<file path="src/rtl/audio_pkg.sv">
// Shared audio constants and sample types. The clock divider uses them too.
package audio_pkg;

    localparam int SYS_CLK_HZ     = 100_000_000;
    localparam int MCLK_DIV       = 8;
    localparam int MCLK_PER_FRAME = 256;

    typedef logic signed [15:0] sample_t;

    typedef struct packed {
        sample_t l;
        sample_t r;
    } stereo_t;

endpackage

</file>
<file path="src/rtl/i2s_timing.sv">
// I2S timing: one free-running frame counter. All DAC clocks, the slot index
// and the serializer strobes are decoded from it.
module i2s_timing #(
    parameter int MCLK_DIV       = 8,
    parameter int MCLK_PER_FRAME = 256,
    parameter int SLOT_W         = 32
) (
    input  logic                      clk,
    input  logic                      rst,
    output logic                      mclk,
    output logic                      sclk,
    output logic                      lrck,
    output logic                      frame_end,
    output logic                      bit_edge,
    output logic [$clog2(SLOT_W)-1:0] slot_next,
    output logic                      lrck_next
);

    localparam int FW = $clog2(MCLK_DIV * MCLK_PER_FRAME);
    localparam int MB = $clog2(MCLK_DIV) - 1;
    localparam int SB = FW - $clog2(2 * SLOT_W) - 1;
    localparam int SW = $clog2(SLOT_W);

    logic [FW-1:0] cnt;
    logic [FW-1:0] cnt_nxt;

    assign cnt_nxt = cnt + FW'(1);

    // NOTE: sequential state uses non-blocking assignments only, so every
    // flop samples the values from before the edge.
    always_ff @(posedge clk) begin
        if (rst) begin
            cnt <= '0;
        end else begin
            cnt <= cnt_nxt;
        end
    end

    assign mclk      = cnt[MB];
    assign sclk      = cnt[SB];
    assign lrck      = cnt[FW-1];
    assign frame_end = &cnt;
    assign bit_edge  = &cnt[SB:0];

    // Slot and channel that become current after this edge; the serializer
    // loads its bit for the new slot on the same edge SCLK falls.
    assign slot_next = cnt_nxt[FW-2 -: SW];
    assign lrck_next = cnt_nxt[FW-1];

endmodule

</file>
<file path="src/rtl/i2s_tx.sv">
// I2S transmitter: valid/ready sample intake, one holding register, and an
// MSB-first serializer. Define I2S_TX_UNDERFLOW_CNT_EN to add underflow_cnt.
module i2s_tx #(
    parameter int MCLK_DIV       = audio_pkg::MCLK_DIV,
    parameter int MCLK_PER_FRAME = audio_pkg::MCLK_PER_FRAME,
    parameter int SLOT_W         = 32,
    parameter int SAMPLE_W       = $bits(audio_pkg::sample_t)
) (
    input  logic                clk,
    input  logic                rst,
    input  logic [SAMPLE_W-1:0] s_left,
    input  logic [SAMPLE_W-1:0] s_right,
    input  logic                s_valid,
    output logic                s_ready,
    output logic                mclk,
    output logic                sclk,
    output logic                lrck,
    output logic                sdata,
    output logic                underflow
`ifdef I2S_TX_UNDERFLOW_CNT_EN
    ,
    output logic [15:0]         underflow_cnt
`endif
);

    localparam int SW = $clog2(SLOT_W);

    logic          frame_end;
    logic          bit_edge;
    logic          lrck_next;
    logic [SW-1:0] slot_next;

    logic [SAMPLE_W-1:0] hold_l, hold_r;
    logic [SAMPLE_W-1:0] act_l, act_r;
    logic [SAMPLE_W-1:0] word;
    logic                hold_v;
    logic                sdata_d;

    i2s_timing #(
        .MCLK_DIV       (MCLK_DIV),
        .MCLK_PER_FRAME (MCLK_PER_FRAME),
        .SLOT_W         (SLOT_W)
    ) u_timing (
        .clk       (clk),
        .rst       (rst),
        .mclk      (mclk),
        .sclk      (sclk),
        .lrck      (lrck),
        .frame_end (frame_end),
        .bit_edge  (bit_edge),
        .slot_next (slot_next),
        .lrck_next (lrck_next)
    );

    assign s_ready   = !hold_v;
    assign underflow = frame_end && !hold_v;

    // A transfer can only land while hold_v is 0, so it never collides with
    // the frame-end consume; on an underflow boundary it simply refills hold.
    always_ff @(posedge clk) begin
        if (rst) begin
            hold_v <= 1'b0;
            act_l  <= '0;
            act_r  <= '0;
        end else begin
            if (frame_end) begin
                if (hold_v) begin
                    act_l  <= hold_l;
                    act_r  <= hold_r;
                    hold_v <= 1'b0;
                end else begin
                    act_l <= '0;
                    act_r <= '0;
                end
            end
            if (s_valid && s_ready) begin
                hold_v <= 1'b1;
            end
        end
    end

    // NOTE: the holding data has no reset; hold_v qualifies it, so resetting
    // the data bits would only add reset fan-out.
    always_ff @(posedge clk) begin
        if (s_valid && s_ready) begin
            hold_l <= s_left;
            hold_r <= s_right;
        end
    end

    assign word = lrck_next ? act_r : act_l;

    // NOTE: sdata_d gets its default before the loop so no path leaves it
    // unassigned and no latch is inferred.
    always_comb begin
        sdata_d = 1'b0;
        for (int i = 0; i < SAMPLE_W; i++) begin
            if (slot_next == SW'(SAMPLE_W - i)) begin
                sdata_d = word[i];
            end
        end
    end

    always_ff @(posedge clk) begin
        if (rst) begin
            sdata <= 1'b0;
        end else if (bit_edge) begin
            sdata <= sdata_d;
        end
    end

`ifdef I2S_TX_UNDERFLOW_CNT_EN
    always_ff @(posedge clk) begin
        if (rst) begin
            underflow_cnt <= '0;
        end else if (underflow && underflow_cnt != 16'hFFFF) begin
            underflow_cnt <= underflow_cnt + 16'd1;
        end
    end
`endif

endmodule

</file>
<file path="config.mk">
export PLATFORM = sky130hd
export DESIGN_NAME = i2s_tx
export DESIGN_NICKNAME = d
export VERILOG_FILES = /design/src/rtl/audio_pkg.sv /design/src/rtl/i2s_timing.sv /design/src/rtl/i2s_tx.sv
export SDC_FILE = /design/constraint.sdc
export NUM_CORES = 1
export LEC_CHECK = 0
export BUFFER_PORTS_ARGS = -buffer_cell sky130_fd_sc_hd__buf_4
export CAP_MARGIN = 15
export CORE_MARGIN = 2
export CORE_UTILIZATION = 58
export DETAILED_ROUTE_END_ITERATION = 7
export MAX_ROUTING_LAYER = met4
export PLACE_DENSITY = 0.91
export SKIP_LAST_GASP = 1
export SLEW_MARGIN = 15
export SYNTH_ARGS = -nofsm -noshare
export SYNTH_HDL_FRONTEND = slang
export SYNTH_SLANG_ARGS = --single-unit
export TNS_END_PERCENT = 1
</file>
<file path="constraint.sdc">
create_clock -name clk -period 4.35 [get_ports clk]
set_clock_uncertainty 0.2 [all_clocks]
set_input_delay 0.2175 -clock clk [delete_from_list [all_inputs] [get_ports clk]]
set_output_delay 0.2175 -clock clk [all_outputs]
set_load 0.02 [all_outputs]
</file>
==> impl_metrics.env <==
export IMPL_post_synth_instance_area_um2=3267
export IMPL_htree_levels=3
export IMPL_fp_dieH_um=79.05
export IMPL_area_share_of_the_largest_cell_type_after_synthesis_pct=29.41
export IMPL_grt_first_pass_wirelength_um=13080
export IMPL_tritoncts="done"
export IMPL_top_achievable_clock_speed_mhz=306.1
export IMPL_core_region_area_um2=5473
export IMPL_tritoncts_num_buffers=9
export IMPL_topRoutingLayerUsed="met4"
export IMPL_synth_cell_types=54
export IMPL_worstHoldPathType="in2reg"
export IMPL_drt_met1_wl_um=3133
export IMPL_endpoint_type_of_the_worst_setup_path="flop"
export IMPL_ys_top_cells_by_area="edfxtp_1 (29%), dfxtp_1 (28%), nand3_1 (6.7%)"
export IMPL_drt_first_iter_violations=266
export IMPL_synth_seq_area_share_pct=56.99
export IMPL_post_route_cells_drive_above_1_share_pct=16.88
export IMPL_fin_util_pct=74.35
export IMPL_number_of_antenna_diodes=0
export IMPL_drt_pass1_iterations=5
export IMPL_finalMaxSlewViolations=0
export IMPL_final_hold_viol_count=0
export IMPL_design_die_area_um2=6249
export IMPL_cts_resized_gates=0
export IMPL_clock_tree_buffer_depth=2
export IMPL_synth_edf_count=32
export IMPL_rsz_0062_raised_after_global_routing="no"
export IMPL_hold_worst_slack_ns=0.08844
export IMPL_vias_per_cell=5.991
export IMPL_power_static_leakage_uw=0.001458
export IMPL_ys_async_sr_fraction_pct=0
export IMPL_detailed_place_hpwl_um=4724
export IMPL_route_final_wire_length_um=7916
export IMPL_floorplan_initialDensity_pct=59.69
export IMPL_synth_seq_cells=77
export IMPL_globalRouteOverflowTotal=0
export IMPL_antenna_violating_nets_post_route=0
export IMPL_tritoncts_sinks=77
export IMPL_area_delta_synth_final_pct=24.55
export IMPL_design_final_nets=429
export IMPL_cp_data_arrival_time_ns=3.31
export IMPL_dominantRegCellSynth="dfxtp_1"
export IMPL_startpoint_type="flop"
export IMPL_gp_congestion=0.9556
export IMPL_io_buffers=40
export IMPL_die_width_um=79.05
export IMPL_final_setup_tns_ns=0
export IMPL_final_common_cell="nand2_1"
export IMPL_place_ws_ns=1.142
export IMPL_totalPowerFinal_uw=1327
export IMPL_mostFrequentLayoutCells="nand2_1 (47), nand3_1 (44), dfxtp_1 (44), buf_4 (42), a21oi_1 (35)"
export IMPL_route_detailed_wl_per_inst_um=16.88
export IMPL_ys_warn_count=0
export IMPL_num_vias=2810
export IMPL_power_density_nw_per_um2=326.2
export IMPL_syn_inst=330
export IMPL_global_route_usage_total_pct=28.59
export IMPL_maxCapViolCount=0
export IMPL_outcome="complete, no violations"
export IMPL_syn_avg_cell_area_um2=9.900
export IMPL_path_max_fanout=13
export IMPL_cts_root_buf="clkbuf_8"
export IMPL_yosys_area_top_type="edfxtp_1"
export IMPL_grt_start_max_net_pins=47
export IMPL_timing_slew_headroom_pct=56.20
export IMPL_vias_in_the_first_global_route=2761
export IMPL_cts_clk_slew_worst_paths_ns=0.08
export IMPL_synth_nets=367
export IMPL_rows=27
export IMPL_ios=41
export IMPL_wl_met2_um=4115
export IMPL_grt_antenna_before_repair=0
export IMPL_classification_of_the_worst_setup_path="reg2reg"
export IMPL_postLayoutSetupSlackWorst_ns=1.083
export IMPL_min_period_over_period_pct=75.11
export IMPL_worst_pin_slew_ns=0.6552
export IMPL_wl_met3_um=450
export IMPL_cp_data_required_time_ns=4.39
export IMPL_route_detailed_drc=0
export IMPL_minimum_clock_period_after_layout_ns=3.267
export IMPL_finalSetupViolCount=0
export IMPL_vdd_ir_drop_max_mv=0.3273
export IMPL_worst_skew_pair_late_latency_ns=0.35
[synthesized netlist by cell type (2+ instances only)]
| cell | instances |
|---|---|
| ha_1 | 2 |
| a211oi_1 | 3 |
| xor2_1 | 3 |
| nor3_1 | 4 |
| o2111ai_1 | 2 |
| buf_2 | 2 |
| edfxtp_1 | 32 |
| clkbuf_1 | 19 |
| inv_1 | 6 |
| nor2_1 | 21 |
| or4_1 | 2 |
| mux2i_1 | 3 |
| nand2_1 | 47 |
| dfxtp_1 | 45 |
| xnor2_1 | 3 |
| o211ai_1 | 2 |
| and3_1 | 7 |
| and4_1 | 2 |
| a2111oi_0 | 2 |
| a21oi_1 | 35 |
| a32oi_1 | 3 |
| o21ai_0 | 5 |
| nand4_1 | 4 |
| nand3_1 | 44 |
| nor2b_1 | 3 |
[registers in the layout, indices dropped and copies added, names as in the netlist]
| name | cells |
|---|---|
| hold_l | 16 |
| act_r | 16 |
| hold_r | 16 |
| hold_v | 1 |
| act_l | 16 |
| u_timing.cnt | 11 |
| sdata | 1 |
[report_power, final]
part / internal, uW / switching, uW / total [uW]
Combinational: 44.9 / 29.0 / 73.9
Clock: 208 / 256 / 463
Sequential: 774 / 15.4 / 790
Total: 1030 / 300 / 1330
[critical path, cell delays in order (launching register included)]
cell and delay (ns):
dfxtp_1 0.42, ha_1 0.28, nand4_1 0.20, o31a_1 0.38, nor2_2 0.53, mux2i_1 0.31, nand2_1 0.09, a2111oi_0 0.42
a2111oi_0 0.14, a22o_1 0.20
[cells by family (layout without fill, tap and decap cells)]
logic type / count (synthesis) / after routing / share of synthesized area (%)
buffers and inverters: 30 / 97 / 3.791
XOR/XNOR: 6 / 6 / 1.609
AND/OR/NAND/NOR: 142 / 142 / 20.91
multiplexers: 5 / 5 / 1.953
adder cells (fa/ha/maj): 2 / 2 / 0.7659
flip-flops: 77 / 77 / 56.99
AO/OA/AOI/OAI: 68 / 68 / 13.98
[stage by stage]
step | instances | cell area (um^2)
final | 469 | 4069
after global routing | 469 | 4069
after global placement | 420 | 3573
after detailed placement | 420 | 3573
after CTS | 469 | 4066
after floorplan | 330 | 3267
[final timing paths]
| kind | start | endpoint | slack, ns | depth (start not counted) |
|---|---|---|---|---|
| setup reg to reg | u_timing.cnt[0] | sdata | 1.08 | 9 |
| hold reg to reg | act_l[12] | act_l[12] | 0.25 | 2 |
| setup / recovery | u_timing.cnt[0] | sdata | 1.08 | 9 |
| hold / removal | rst | u_timing.cnt[2] | 0.09 | 2 |
[per-layer routing]
| layer | global-route usage, % | vias up |
|---|---|---|
| met4 | 13.10 | 0 |
| li1 | - | 1323 |
| met3 | 5.795 | 24 |
| met2 | 48.39 | 112 |
| met1 | 32.90 | 1351 |
| met5 | - | - |
[final cells by class]
class                           instances  area [um^2]
Clock inverter                          4        27.53
Clock buffer                           12        135.1
Fill cell                             356         1404
Multi-Input combinational cell        223         1285
Timing Repair Buffer                   75        645.6
Inverter                                6        22.52
Tap cell                               72        90.09
Sequential cell                        77         1863
[what timing repair did]
item / CTS / global route
hold endpoints to repair: 33 / 0
setup buffers: 0 / 0
hold buffers: 33 / 0
Note: power is estimated with default switching activity, not from simulation.
